`src/rtl/sort_mem_arbiter.sv`:
```
// Arbitrates the sorter's single memory port between the host and the bubble-sort
// engine, sequences sort jobs, and tracks watchdog, cycle count and access faults.
module sort_mem_arbiter #(
    parameter int ADDR_W  = 10,
    parameter int DATA_W  = 16,
    parameter int N       = 10,
    parameter int TIMEOUT = 4096,
    parameter int CNT_W   = 16
) (
    input  logic              clk,
    input  logic              rst,
    input  logic              host_req,
    input  logic              host_we,
    input  logic [ADDR_W-1:0] host_addr,
    input  logic [DATA_W-1:0] host_wdata,
    output logic              host_gnt,
    output logic              host_rvalid,
    output logic [DATA_W-1:0] host_rdata,
    input  logic              srt_read,
    input  logic              srt_write,
    input  logic [ADDR_W-1:0] srt_addr,
    input  logic [DATA_W-1:0] srt_wdata,
    output logic [DATA_W-1:0] srt_rdata,
    output logic              mem_read,
    output logic              mem_write,
    output logic [ADDR_W-1:0] mem_addr,
    output logic [DATA_W-1:0] mem_data_in,
    input  logic [DATA_W-1:0] mem_data_out,
    input  logic              job_go,
    output logic              sort_start,
    input  logic              sort_done,
    output logic              busy,
    output logic              job_done,
    output logic              job_err,
    output logic              host_err,
    output logic              srt_viol,
    output logic [CNT_W-1:0]  cycles
);

    typedef enum logic [1:0] {IDLE, START, SORT, FINISH} state_t;

    localparam logic [ADDR_W:0] ADDR_LIM = (ADDR_W+1)'(N);
    localparam logic [CNT_W:0]  CNT_LIM  = (CNT_W+1)'(TIMEOUT);

    state_t              state;
    logic                in_range;
    logic                rd_pending;
    logic [DATA_W-1:0]   rdata_hold;
    logic [CNT_W-1:0]    cnt_next;
    logic                timeout_hit;

    assign in_range    = ({1'b0, host_addr} < ADDR_LIM);
    assign host_gnt    = (state == IDLE) && host_req && in_range;
    assign srt_rdata   = mem_data_out;
    assign host_rvalid = rd_pending;
    // Read data is live in the rvalid cycle and held from the capture register afterwards.
    assign host_rdata  = rd_pending ? mem_data_out : rdata_hold;

    assign cnt_next    = (cycles == '1) ? cycles : cycles + 1'b1;
    assign timeout_hit = ({1'b0, cnt_next} >= CNT_LIM);

    always_comb begin
        mem_read    = 1'b0;
        mem_write   = 1'b0;
        mem_addr    = '0;
        mem_data_in = '0;
        if (state == SORT) begin
            mem_write   = srt_write;
            mem_read    = srt_read && !srt_write;
            mem_addr    = srt_addr;
            mem_data_in = srt_wdata;
        end else if (host_gnt) begin
            mem_write   = host_we;
            mem_read    = !host_we;
            mem_addr    = host_addr;
            mem_data_in = host_wdata;
        end
    end

    always_ff @(posedge clk) begin
        if (rst) begin
            state      <= IDLE;
            sort_start <= 1'b0;
            busy       <= 1'b0;
            job_done   <= 1'b0;
            job_err    <= 1'b0;
            host_err   <= 1'b0;
            srt_viol   <= 1'b0;
            cycles     <= '0;
            rd_pending <= 1'b0;
            rdata_hold <= '0;
        end else begin
            rd_pending <= host_gnt && !host_we;
            if (rd_pending)
                rdata_hold <= mem_data_out;
            host_err <= (state == IDLE) && host_req && !in_range;
            if (((state != SORT) && (srt_read || srt_write)) || (srt_read && srt_write))
                srt_viol <= 1'b1;
            sort_start <= 1'b0;
            job_done   <= 1'b0;

            case (state)
                IDLE: begin
                    if (job_go) begin
                        state      <= START;
                        sort_start <= 1'b1;
                        busy       <= 1'b1;
                        cycles     <= '0;
                        job_err    <= 1'b0;
                    end
                end
                START: state <= SORT;
                SORT: begin
                    cycles <= cnt_next;
                    // Completion takes priority over the watchdog in the same cycle.
                    if (sort_done) begin
                        state    <= FINISH;
                        busy     <= 1'b0;
                        job_done <= 1'b1;
                    end else if (timeout_hit) begin
                        state   <= IDLE;
                        busy    <= 1'b0;
                        job_err <= 1'b1;
                    end
                end
                FINISH: state <= IDLE;
                default: state <= IDLE;
            endcase
        end
    end

endmodule

```
`config.mk`:
```
export PLATFORM = sky130hd
export DESIGN_NAME = sort_mem_arbiter
export DESIGN_NICKNAME = d
export VERILOG_FILES = /design/src/rtl/sort_mem_arbiter.sv
export SDC_FILE = /design/constraint.sdc
export NUM_CORES = 1
export LEC_CHECK = 0
export CAP_MARGIN = 20
export CELL_PAD_IN_SITES_DETAIL_PLACEMENT = 0
export CELL_PAD_IN_SITES_GLOBAL_PLACEMENT = 1
export CORE_MARGIN = 5
export CORE_UTILIZATION = 23
export CTS_BUF_LIST = sky130_fd_sc_hd__clkbuf_4 sky130_fd_sc_hd__clkbuf_8
export CTS_CLUSTER_DIAMETER = 80
export DETAILED_ROUTE_END_ITERATION = 10
export PLACE_DENSITY = 0.85
export SETUP_SLACK_MARGIN = 0.4
export SLEW_MARGIN = 10
export SYNTH_ARGS = -nofsm -noshare
export SYNTH_HDL_FRONTEND = slang
export SYNTH_SLANG_ARGS = --single-unit
```
`constraint.sdc`:
```
create_clock -name clk -period 1.9 [get_ports clk]
set_input_delay 0.38 -clock clk [delete_from_list [all_inputs] [get_ports clk]]
set_output_delay 0.38 -clock clk [all_outputs]
set_load 0.01 [all_outputs]
```
After elaboration in Yosys (flattened, before gate mapping)
Index checks and enable logic that the tools add are counted.
{"block": "totals", "elab_cells": 70, "out_inout_bits": 84, "in_bits": 76, "ff_bits": 41}
{"block": "classes", "magnitude_cmp": 2, "eq_ne": 9, "n_reduce_logical": 20, "n_bitwise": 2, "n_addsub": 1, "mux": 26}
{"operator": "2-to-1 mux 16 bit", "count": 5}
{"operator": "case mux 16 bit (2 select lines)", "count": 1}
{"operator": "2-to-1 mux 10 bit", "count": 2}
{"operator": "adder 16 x 1 -> 16 bit (second input constant)", "count": 1}
{"operator": "== test 16 bit (second input constant)", "count": 1}
{"operator": "greater-or-equal comparator 16 x 13 -> 1 bit (second input constant)", "count": 1}
{"operator": "2-to-1 mux 1 bit", "count": 12}
{"operator": "less-than comparator 10 x 4 -> 1 bit (second input constant)", "count": 1}
{"operator": "!= test 2 bit (second input constant)", "count": 4}
{"operator": "case mux 2 bit (4 select lines)", "count": 1}
{"operator": "logical AND 1 bit", "count": 7}
{"operator": "2-to-1 mux 2 bit", "count": 3}
{"operator": "== test 2 bit (second input constant)", "count": 2}
{"operator": "case mux 1 bit (2 select lines)", "count": 2}
{"operator": "AND reduction 2 bit", "count": 2}
{"operator": "AND reduction 4 bit", "count": 1}
{"operator": "OR reduction 2 bit", "count": 2}
{"operator": "zero test 1 bit", "count": 3}
{"operator": "!= test 3 bit (second input constant)", "count": 1}
{"operator": "AND reduction 3 bit", "count": 1}
{"operator": "== test 2 x 1 -> 1 bit (second input constant)", "count": 1}
{"operator": "zero test 2 bit", "count": 1}
{"operator": "logical OR 1 bit", "count": 2}
{"operator": "NOT 1 bit", "count": 2}
{"operator": "nonzero test 2 bit", "count": 1}

Logic depth before layout (Yosys ltp)
Gate-level depths: netlist of the first run.
{"block": "depth", "depth_word": 6, "ltp_mapped": 6, "ltp_nobuf": 6}

Least setup slack after synthesis of the first run
Ideal clock, no wire load.
{"block": "synth_path", "kind": "flip-flop to flip-flop", "from": "register cycles[0]", "to": "register job_err", "path_buffers": 0, "synth_period_minus_slack_ps": 1960, "required_time_ps": 1783, "stages_incl_launch_ff": 7, "arrival_ps": 1843, "setup_slack_ps": -60, "path_cell_list": "dfxtp_1 > ha_1 > nand4_2 > nor3_1 > mux2i_1 > o311ai_2 > a32o_1"}
{"block": "synth_via", "elab_chain_cells": 5, "word_cells_on_any_way": 6, "cone_classes": "add/sub: 1; order compare: 1; eq/ne: 2; mux: 1; reduce/logical: 1"}
{"element": "start, declared", "line": "37", "text": "output logic [CNT_W-1:0] cycles"}
{"element": "start signal, assigned", "line": "114", "text": "cycles <= cnt_next;"}
{"element": "adder 16 x 1 -> 16 bit / == test 16 bit (equally long branches)", "line": "59", "text": "assign cnt_next = (cycles == '1) ? cycles : cycles + 1'b1;"}
{"element": "2-to-1 mux 16 bit *", "line": "59"}
{"element": "greater-or-equal comparator 16 x 13 -> 1 bit *", "line": "60", "text": "assign timeout_hit = ({1'b0, cnt_next} >= CNT_LIM);"}
{"element": "!= test 2 bit (no source line) *"}
{"element": "AND reduction 4 bit (no source line) *"}
{"element": "end signal, assigned", "line": "86", "text": "job_err <= 1'b0;"}
{"element": "end signal, assigned", "line": "109", "text": "job_err <= 1'b0;"}
{"element": "end signal, assigned", "line": "123", "text": "job_err <= 1'b1;"}
{"element": "end, declared", "line": "34", "text": "output logic job_err,"}
Mark *: on every way between the ends. The rest lies on a longest branch, timed or not.
A chain may end at the register's enable or synchronous reset.

Worst setup path in the final report of the first run
{"block": "layout_path", "from": "input host_addr[5]", "to": "output mem_data_in[6]"}
{"block": "layout_via", "elab_chain_cells": 4}
{"element": "start, declared", "line": "14", "text": "input logic [ADDR_W-1:0] host_addr,"}
{"element": "less-than comparator 10 x 4 -> 1 bit", "line": "52", "text": "assign in_range = ({1'b0, host_addr} < ADDR_LIM);"}
{"element": "logical AND 1 bit", "line": "53", "text": "assign host_gnt = (state == IDLE) && host_req && in_range;"}
{"element": "2-to-1 mux 16 bit", "line": "72", "text": "end else if (host_gnt) begin"}
{"element": "2-to-1 mux 16 bit", "line": "67", "text": "if (state == SORT) begin"}
{"element": "end, declared", "line": "27", "text": "output logic [DATA_W-1:0] mem_data_in,"}
Every way passes these cells.

==> impl_metrics.xml, run 1 <==
<?xml version="1.0" encoding="UTF-8"?>
<metrics>
  <group name="cts">
    <metric name="clk-insertion-delay-late" unit="ps">300</metric>
    <metric name="clkTransAtPathRegs" unit="ps">80</metric>
    <metric name="cts_max_level" unit="">2</metric>
    <metric name="max-clock-path-buffers" unit="">2</metric>
    <metric name="cts_bufs_inserted" unit="">5</metric>
    <metric name="tritoncts" unit="">yes</metric>
    <metric name="cts_sinks" unit="">41</metric>
    <metric name="post_cts_hold_buffer_count" unit="">0</metric>
    <metric name="clock_tree.root_cell" unit="">sky130_fd_sc_hd__clkbuf_8</metric>
  </group>
  <group name="synth">
    <metric name="yosysSeqAreaShare" unit="%">34.5</metric>
    <metric name="post-synth-top-area-cell" unit="">sky130_fd_sc_hd__dfxtp_1</metric>
    <metric name="synth_enable_flop_cells" unit="">0</metric>
    <metric name="syn_inst" unit="">275</metric>
    <metric name="avgSynthCellArea" unit="um2">8.64</metric>
    <metric name="synth_async_sr_flop_share" unit="%">0</metric>
    <metric name="synth.top_cells.by_area" unit="">sky130_fd_sc_hd__dfxtp_1, sky130_fd_sc_hd__a22o_1, sky130_fd_sc_hd__mux2_2, sky130_fd_sc_hd__and2_1, sky130_fd_sc_hd__buf_4</metric>
    <metric name="syn_nets" unit="">352</metric>
    <metric name="synthMostInstantiatedCell" unit="">sky130_fd_sc_hd__dfxtp_1</metric>
    <metric name="yosys_warnings" unit="">0</metric>
    <metric name="ys_top_cells_by_count" unit="">sky130_fd_sc_hd__dfxtp_1, sky130_fd_sc_hd__and2_1, sky130_fd_sc_hd__a21oi_1, sky130_fd_sc_hd__a22o_1</metric>
    <metric name="yosys_register_bits" unit="">41</metric>
    <metric name="synthDistinctLibCells" unit="">49</metric>
    <metric name="yosysTopAreaCellShare" unit="%">34.5</metric>
    <metric name="synthesis.area" unit="um2">2380</metric>
    <metric name="dominantRegCellSynth" unit="">sky130_fd_sc_hd__dfxtp_1</metric>
  </group>
  <group name="worst_setup_path">
    <metric name="critical_path_cell_list" unit="">dlygate4sd2_1, nor2_1, nand3_2, nor2_4, buf_6, buf_12, buf_6, a22o_1, buf_2</metric>
    <metric name="cp_slowest_cell" unit="">sky130_fd_sc_hd__dlygate4sd2_1</metric>
    <metric name="setup_slack_reg_to_reg" unit="ps">190</metric>
    <metric name="crit_path_end_kind" unit="">output pin</metric>
    <metric name="cp.required" unit="ps">1520</metric>
    <metric name="path_common_cell" unit="">sky130_fd_sc_hd__buf_6</metric>
    <metric name="worst-r2r-cell-count" unit="">6</metric>
    <metric name="max_stage_delay" unit="ps">230</metric>
    <metric name="worstSetupStartpoint" unit="">host_addr[5]</metric>
    <metric name="critical_path.reg2reg.endpoint" unit="">job_err$_SDFFE_PP0P_</metric>
    <metric name="endpoint" unit="">mem_data_in[6]</metric>
    <metric name="timing.critical_path.fanout_max" unit="">7</metric>
    <metric name="critPathLaunchType" unit="">input pin</metric>
    <metric name="critical_path.reg2reg.startpoint" unit="">cycles[1]$_SDFFE_PP0P_</metric>
    <metric name="worst-endpoint-arrival" unit="ps">1620</metric>
    <metric name="path_class" unit="">in2out</metric>
  </group>
  <group name="route">
    <metric name="wire_per_inst" unit="um">16.4</metric>
    <metric name="vias_per_cell" unit="">4.75</metric>
    <metric name="detailedRoute.firstIterationViolations" unit="">153</metric>
    <metric name="drc_errors" unit="">0</metric>
    <metric name="postRouteAntennaNets" unit="">0</metric>
    <metric name="dr_total_vias" unit="">2939</metric>
    <metric name="firstDrtPassIters" unit="">4</metric>
    <metric name="finalWirelength" unit="um">10200</metric>
  </group>
  <group name="timing">
    <metric name="fin_worst_skew" unit="ps">6.66</metric>
    <metric name="slew_violations" unit="">0</metric>
    <metric name="unrepaired_setup_endpoints_after_global_routing" unit="">yes</metric>
    <metric name="finalCriticalPeriod" unit="ps">2000</metric>
    <metric name="hold_ws" unit="ps">472</metric>
    <metric name="timing.final.setup_violations" unit="">17</metric>
    <metric name="timing.max_slew.rel_slack" unit="%">70.9</metric>
    <metric name="slew_at_the_pin_closest_to_its_max_slew_limit" unit="ps">436</metric>
    <metric name="setup_ws_post_layout" unit="ps">-100</metric>
    <metric name="final.period_utilization" unit="%">105</metric>
    <metric name="max_freq" unit="MHz">500</metric>
    <metric name="finalHoldViolations" unit="">0</metric>
  </group>
  <group name="placement">
    <metric name="gp_congestion" unit="">0.847</metric>
    <metric name="pre_cts_ws" unit="ps">-744</metric>
    <metric name="detailed_place_hpwl" unit="um">6760</metric>
    <metric name="port_buffers" unit="">159</metric>
    <metric name="placed_cell_area" unit="um2">4260</metric>
  </group>
  <group name="die">
    <metric name="die_w" unit="um">112</metric>
    <metric name="dieHeight" unit="um">112</metric>
    <metric name="std_cell_rows" unit="">37</metric>
    <metric name="core_area" unit="um2">10200</metric>
    <metric name="io_pins" unit="">160</metric>
    <metric name="design.die.area" unit="um2">12500</metric>
    <metric name="initial_utilization" unit="%">23.3</metric>
  </group>
  <group name="final_layout">
    <metric name="layout-drive-gt1-share" unit="%">48.2</metric>
    <metric name="antenna_cells" unit="">0</metric>
    <metric name="nFillCells" unit="">932</metric>
    <metric name="layout.nets" unit="">559</metric>
    <metric name="summed_area_of_non_filler_cells_in_the_final_layout" unit="um2">5080</metric>
    <metric name="syn2layout_area_growth" unit="%">114</metric>
  </group>
  <group name="grt">
    <metric name="global_route.usage.total" unit="%">14.7</metric>
    <metric name="first_global_vias" unit="">2953</metric>
    <metric name="wire_length_of_the_first_global_routing_pass" unit="um">15200</metric>
    <metric name="maximum_number_of_pins_on_one_net_before_global_route_repair" unit="">25</metric>
    <metric name="number_of_antenna_violations_at_the_first_check_in_global_routing" unit="">0</metric>
    <metric name="gr-total-overflow" unit="">0</metric>
  </group>
  <group name="min_path">
    <metric name="min-delay-path-class" unit="">reg2reg</metric>
  </group>
  <group name="run_status">
    <metric name="outcome" unit="">finished with violations</metric>
    <metric name="violations" unit="">negative setup slack</metric>
  </group>
  <group name="power">
    <metric name="highest_ir_drop_seen_on_vdd" unit="mV">0.356</metric>
    <metric name="power.static_leakage" unit="nW">2.23</metric>
    <metric name="power_per_cell_area" unit="nW/um2">456</metric>
  </group>
  <group name="job">
    <metric name="max_cap_viol_count" unit="">0</metric>
  </group>
</metrics>
power breakdown:
part           internal (W)  switching [W]  total (W)
clock network      0.000254       0.000328   0.000582
registers          0.000871      0.0000200   0.000891
logic              0.000482       0.000365   0.000847
total               0.00161       0.000713    0.00232
flip-flops by register name, indices dropped and copies added (netlist names):
| register | cells |
|---|---|
| busy | 1 |
| cycles | 16 |
| host_err | 1 |
| host_rvalid | 1 |
| job_done | 1 |
| job_err | 1 |
| rdata_hold | 16 |
| sort_start | 1 |
| srt_viol | 1 |
| state | 2 |
cell families after synthesis:
family | after synthesis | synth area share (%)
adder cells (fa/ha/maj) | 2 | 0.947
AO/OA/AOI/OAI | 72 | 20.8
buffers and inverters | 42 | 9.32
AND/OR/NAND/NOR | 100 | 26.1
flip-flops | 41 | 34.5
multiplexers | 17 | 8.00
XOR/XNOR | 1 | 0.368
metrics by stage:
stage / total power [W] / std cells / TNS, ps / util (%)
floorplan: 0.00121 / 275 / 0 / -
global placement: 0.00163 / 561 / -16690 / 41.8
detailed placement: 0.00164 / 561 / -16830 / 41.8
CTS: 0.00225 / 604 / -1130 / 47.3
global route: 0.00244 / 619 / -1770 / 49.9
finish: 0.00232 / 619 / -474 / 49.9
cells in the final DEF, fill, tap and decap left out, types with 3 or more instances in the layout:
cell type	synthesis	layout
sky130_fd_sc_hd__clkdlybuf4s50_1	0	64
sky130_fd_sc_hd__buf_6	0	56
sky130_fd_sc_hd__buf_4	16	39
sky130_fd_sc_hd__buf_2	3	24
sky130_fd_sc_hd__dfxtp_1	41	22
sky130_fd_sc_hd__a22o_1	21	21
sky130_fd_sc_hd__dlygate4sd2_1	0	19
sky130_fd_sc_hd__a21oi_1	21	17
sky130_fd_sc_hd__mux2_4	0	16
sky130_fd_sc_hd__and2_1	22	16
sky130_fd_sc_hd__nor2_1	16	13
sky130_fd_sc_hd__dfxtp_4	0	11
sky130_fd_sc_hd__clkdlybuf4s15_1	0	11
sky130_fd_sc_hd__clkbuf_2	0	11
sky130_fd_sc_hd__nand2_1	10	9
sky130_fd_sc_hd__dfxtp_2	0	8
sky130_fd_sc_hd__nand3_1	10	7
sky130_fd_sc_hd__o21ai_2	0	6
sky130_fd_sc_hd__and2_4	0	6
sky130_fd_sc_hd__inv_1	7	6
sky130_fd_sc_hd__nor4_4	2	5
sky130_fd_sc_hd__nand4_1	5	5
sky130_fd_sc_hd__clkbuf_8	0	5
sky130_fd_sc_hd__a31oi_1	4	4
sky130_fd_sc_hd__o21ai_0	12	4
sky130_fd_sc_hd__a21oi_2	0	4
sky130_fd_sc_hd__nand3_2	1	3
sky130_fd_sc_hd__nor2_4	0	3
sky130_fd_sc_hd__nor2b_1	4	3
sky130_fd_sc_hd__nor3_2	0	3
sky130_fd_sc_hd__nor3_1	8	3
sky130_fd_sc_hd__buf_16	0	3
sky130_fd_sc_hd__buf_12	0	3
worst max-delay path, delay by kind of cell:
kind	cells	cell delay, ps
simple gates	3	430
buf+inv	5	670
compound gates	1	130
cell type report:
| cell class | count | area [um2] | share of cell area [%] |
|---|---|---|---|
| multi-input combinational | 192 | 1670 | 32.9 |
| clock buffer | 5 | 68.8 | 1.35 |
| timing repair buffer | 235 | 2250 | 44.4 |
| clock inverter | 3 | 17.5 | 0.345 |
| tap | 136 | 170 | 3.35 |
| inverter | 7 | 28.8 | 0.566 |
| sequential | 41 | 872 | 17.2 |
routing by layer:
metal / vias to the layer above / GRT usage (%) / wire length [um]
li1: 1406 / - / -
met1: 1411 / 17.1 / 4140
met2: 107 / 27.1 / 5340
met3: 15 / 3.48 / 519
met4: 0 / 3.49 / 180
met5: - / 0 / 0
worst min path at each step:
stage                           from                     end  slack, ps  cells after the start
6_report       srt_viol$_SDFFE_PP0P_   srt_viol$_SDFFE_PP0P_        470                      2
5_1_grt                     host_req     host_err$_SDFF_PP0_        490                      4
4_1_cts        srt_viol$_SDFFE_PP0P_   srt_viol$_SDFFE_PP0P_        480                      2
3_5_place_dp   srt_viol$_SDFFE_PP0P_   srt_viol$_SDFFE_PP0P_        470                      2
3_3_place_gp   srt_viol$_SDFFE_PP0P_   srt_viol$_SDFFE_PP0P_        450                      2
2_1_floorplan                host_we  host_rvalid$_SDFF_PP0_        460                      1
what timing repair did:
| action | CTS | global route |
|---|---|---|
| buffers inserted | 32 | 14 |
| gates resized for setup | 374 | 62 |
| pin swaps | 35 | 31 |
| gates cloned | 3 | 1 |
| setup endpoints to repair | 99 | 82 |
(Power assumes the default switching activity.)
==> run 2, diff against run 1 <==
--- a/config.mk
+++ b/config.mk
@@ -8,12 +8,12 @@
 export CAP_MARGIN = 20
 export CELL_PAD_IN_SITES_DETAIL_PLACEMENT = 0
 export CELL_PAD_IN_SITES_GLOBAL_PLACEMENT = 1
+export CORE_ASPECT_RATIO = 1.75
 export CORE_MARGIN = 5
-export CORE_UTILIZATION = 23
-export CTS_BUF_LIST = sky130_fd_sc_hd__clkbuf_4 sky130_fd_sc_hd__clkbuf_8
+export CORE_UTILIZATION = 22
 export CTS_CLUSTER_DIAMETER = 80
 export DETAILED_ROUTE_END_ITERATION = 10
-export PLACE_DENSITY = 0.85
+export PLACE_DENSITY = 0.82
 export SETUP_SLACK_MARGIN = 0.4
 export SLEW_MARGIN = 10
 export SYNTH_ARGS = -nofsm -noshare
==> run 2 against run 1 <==
The flow still finishes with violations (negative setup slack); register-to-register slack worse by 50 ps; hold slack got worse by 4.9 ps; sequential cell count did not move; non-clock buffer count up 2; die area is 4.8% higher; critical endpoint unchanged.
==> impl_metrics.xml, run 2 (synthesis results as in run 1) <==
<?xml version="1.0" encoding="UTF-8"?>
<metrics>
  <group name="die">
    <metric name="dieHeight" unit="um">148</metric>
    <metric name="core_area" unit="um2">10600</metric>
    <metric name="initial_utilization" unit="%">22.4</metric>
    <metric name="design.die.area" unit="um2">13100</metric>
    <metric name="io_pins" unit="">160</metric>
    <metric name="die_w" unit="um">88.6</metric>
    <metric name="std_cell_rows" unit="">50</metric>
  </group>
  <group name="min_path">
    <metric name="min-delay-path-class" unit="">reg2reg</metric>
  </group>
  <group name="power">
    <metric name="share_comb_of_total_power" unit="%">30.7</metric>
    <metric name="power_report.internal_total" unit="W">0.00198</metric>
    <metric name="power.clock.fraction" unit="%">36.5</metric>
    <metric name="power_per_cell_area" unit="nW/um2">524</metric>
    <metric name="switching_power" unit="W">0.000747</metric>
    <metric name="power.static_leakage" unit="nW">2.33</metric>
    <metric name="switching_share" unit="%">27.4</metric>
    <metric name="post-layout-total-power" unit="W">0.00273</metric>
    <metric name="highest_ir_drop_seen_on_vdd" unit="mV">0.407</metric>
    <metric name="sequentialPowerShare" unit="%">32.8</metric>
  </group>
  <group name="timing">
    <metric name="timing.final.setup_violations" unit="">26</metric>
    <metric name="fin_worst_skew" unit="ps">6.83</metric>
    <metric name="finalHoldViolations" unit="">0</metric>
    <metric name="setup_ws_post_layout" unit="ps">-90.9</metric>
    <metric name="slew_violations" unit="">0</metric>
    <metric name="unrepaired_setup_endpoints_after_global_routing" unit="">yes</metric>
    <metric name="final.period_utilization" unit="%">105</metric>
    <metric name="slew_at_the_pin_closest_to_its_max_slew_limit" unit="ps">324</metric>
    <metric name="max_freq" unit="MHz">502</metric>
    <metric name="timing.max_slew.rel_slack" unit="%">78.2</metric>
    <metric name="finalCriticalPeriod" unit="ps">1990</metric>
  </group>
  <group name="final_layout">
    <metric name="nFillCells" unit="">1000</metric>
    <metric name="layout-drive-gt1-share" unit="%">48.0</metric>
    <metric name="layout_commonest_cell" unit="">sky130_fd_sc_hd__clkdlybuf4s50_1</metric>
    <metric name="reg.largest.list" unit="">cycles x16, rdata_hold x16, state x2</metric>
    <metric name="multiInputGateArea" unit="um2">1660</metric>
    <metric name="layout.nets" unit="">561</metric>
    <metric name="highest_count_cells_in_the_layout_ignoring_fill_and_taps" unit="">sky130_fd_sc_hd__clkdlybuf4s50_1, sky130_fd_sc_hd__buf_6, sky130_fd_sc_hd__buf_4</metric>
    <metric name="antenna_cells" unit="">0</metric>
    <metric name="layout.area.seq" unit="um2">873</metric>
    <metric name="finalCoreUtilization" unit="%">48.9</metric>
    <metric name="syn2layout_area_growth" unit="%">119</metric>
  </group>
  <group name="cts">
    <metric name="max-clock-path-buffers" unit="">2</metric>
    <metric name="clock_tree.root_cell" unit="">sky130_fd_sc_hd__clkbuf_16</metric>
    <metric name="clk-insertion-delay-late" unit="ps">290</metric>
    <metric name="cts_bufs_inserted" unit="">5</metric>
    <metric name="cts_max_level" unit="">2</metric>
    <metric name="cts_sinks" unit="">41</metric>
    <metric name="tritoncts" unit="">yes</metric>
    <metric name="clkTransAtPathRegs" unit="ps">60</metric>
  </group>
  <group name="worst_setup_path">
    <metric name="cp_slowest_cell" unit="">sky130_fd_sc_hd__nor4_4</metric>
    <metric name="crit_path_end_kind" unit="">output pin</metric>
    <metric name="cp.required" unit="ps">1520</metric>
    <metric name="critPathLaunchType" unit="">input pin</metric>
    <metric name="critical_path_cell_list" unit="">buf_6, nor4_4, nand3_2, nor2_4, buf_6, buf_6, buf_12, a22o_1, buf_2</metric>
    <metric name="path_common_cell" unit="">sky130_fd_sc_hd__buf_6</metric>
    <metric name="path_class" unit="">in2out</metric>
    <metric name="worst-endpoint-arrival" unit="ps">1610</metric>
    <metric name="max_stage_delay" unit="ps">270</metric>
    <metric name="timing.critical_path.fanout_max" unit="">6</metric>
  </group>
  <group name="route">
    <metric name="wire_per_inst" unit="um">16.2</metric>
    <metric name="detailedRoute.firstIterationViolations" unit="">110</metric>
    <metric name="vias_per_cell" unit="">4.76</metric>
    <metric name="firstDrtPassIters" unit="">4</metric>
    <metric name="dr_total_vias" unit="">2930</metric>
    <metric name="drc_errors" unit="">0</metric>
    <metric name="finalWirelength" unit="um">9960</metric>
    <metric name="postRouteAntennaNets" unit="">0</metric>
  </group>
  <group name="placement">
    <metric name="port_buffers" unit="">159</metric>
    <metric name="detailed_place_hpwl" unit="um">6740</metric>
    <metric name="gp_congestion" unit="">0.795</metric>
  </group>
  <group name="grt">
    <metric name="gr-usage-met3" unit="%">3.01</metric>
    <metric name="global_route.usage.total" unit="%">14.9</metric>
    <metric name="first_global_vias" unit="">3183</metric>
    <metric name="globalRoute.busiestLayer" unit="">met2</metric>
    <metric name="globalRouteMet1Util" unit="%">14.7</metric>
    <metric name="maximum_number_of_pins_on_one_net_before_global_route_repair" unit="">25</metric>
    <metric name="number_of_antenna_violations_at_the_first_check_in_global_routing" unit="">0</metric>
    <metric name="gr-total-overflow" unit="">0</metric>
    <metric name="wire_length_of_the_first_global_routing_pass" unit="um">15300</metric>
    <metric name="met2_grt_util" unit="%">28.9</metric>
  </group>
  <group name="run_status">
    <metric name="violations" unit="">negative setup slack</metric>
    <metric name="outcome" unit="">finished with violations</metric>
  </group>
  <group name="job">
    <metric name="max_cap_viol_count" unit="">0</metric>
  </group>
</metrics>
==> run 2: timing repair <==
item                                    in CTS  in global routing
pin swaps                                   32                 29
setup buffers                               36                  9
endpoints found under the setup margin     100                 73
gates resized for setup                    368                 48
gates cloned                                 6                  0
hold buffers                                 0                  0
==> run 2: routing by layer <==
metal  vias up  wire (um)
met5         -          0
met4         0        226
met3        15        545
met2        96       5630
met1      1404       3550
li1       1415          -
==> run 2: cell type report <==
type                            instances  share of cell area (%)
Tap cell                              130                    3.13
Inverter                                7                   0.505
Sequential cell                        41                    16.8
Timing Repair Buffer                  237                    44.4
Clock inverter                          3                   0.866
Multi-Input combinational cell        192                    31.9
Clock buffer                            5                    2.41
==> run 2: per-stage QoR <==
step | area, um2 | hold WS (ps) | setup WS [ps] | instances | setup TNS, ps
floorplan | 2520 | 457 | 246 | 275 | 0
global placement | 4260 | 459 | -715 | 556 | -16490
detailed placement | 4260 | 464 | -721 | 556 | -16470
CTS | 5040 | 477 | -121 | 606 | -2170
global route | 5200 | 521 | -144 | 615 | -3100
finish | 5200 | 467 | -90.9 | 615 | -1460
==> run 2: final timing paths <==
kind	slack [ps]	cells past startpoint	end	start
worst max-delay path	-90	9	mem_data_in[6]	host_addr[8]
worst min-delay path	470	2	srt_viol$_SDFFE_PP0P_	srt_viol$_SDFFE_PP0P_
worst max register to register	140	7	cycles[3]$_SDFFE_PP0P_	cycles[0]$_SDFFE_PP0P_
worst min register to register	470	2	srt_viol$_SDFFE_PP0P_	srt_viol$_SDFFE_PP0P_
==> run 2: power by group through the flow <==
| stage | combinational [W] | sequential, W | clock (W) |
|---|---|---|---|
| CTS | 0.000808 | 0.000889 | 0.00102 |
| detailed placement | 0.000719 | 0.000921 | 0 |
| floorplan | 0.000282 | 0.000930 | 0 |
| finish | 0.000836 | 0.000895 | 0.000994 |
| global route | 0.000895 | 0.000898 | 0.00106 |
| global placement | 0.000712 | 0.000920 | 0 |
==> run 2: worst max-delay path, delay by kind of cell <==
family	cells	cell delay (ps)
AOI/OAI and AO/OA	1	160
buffers and inverters	5	540
and+or+nand+nor	3	530
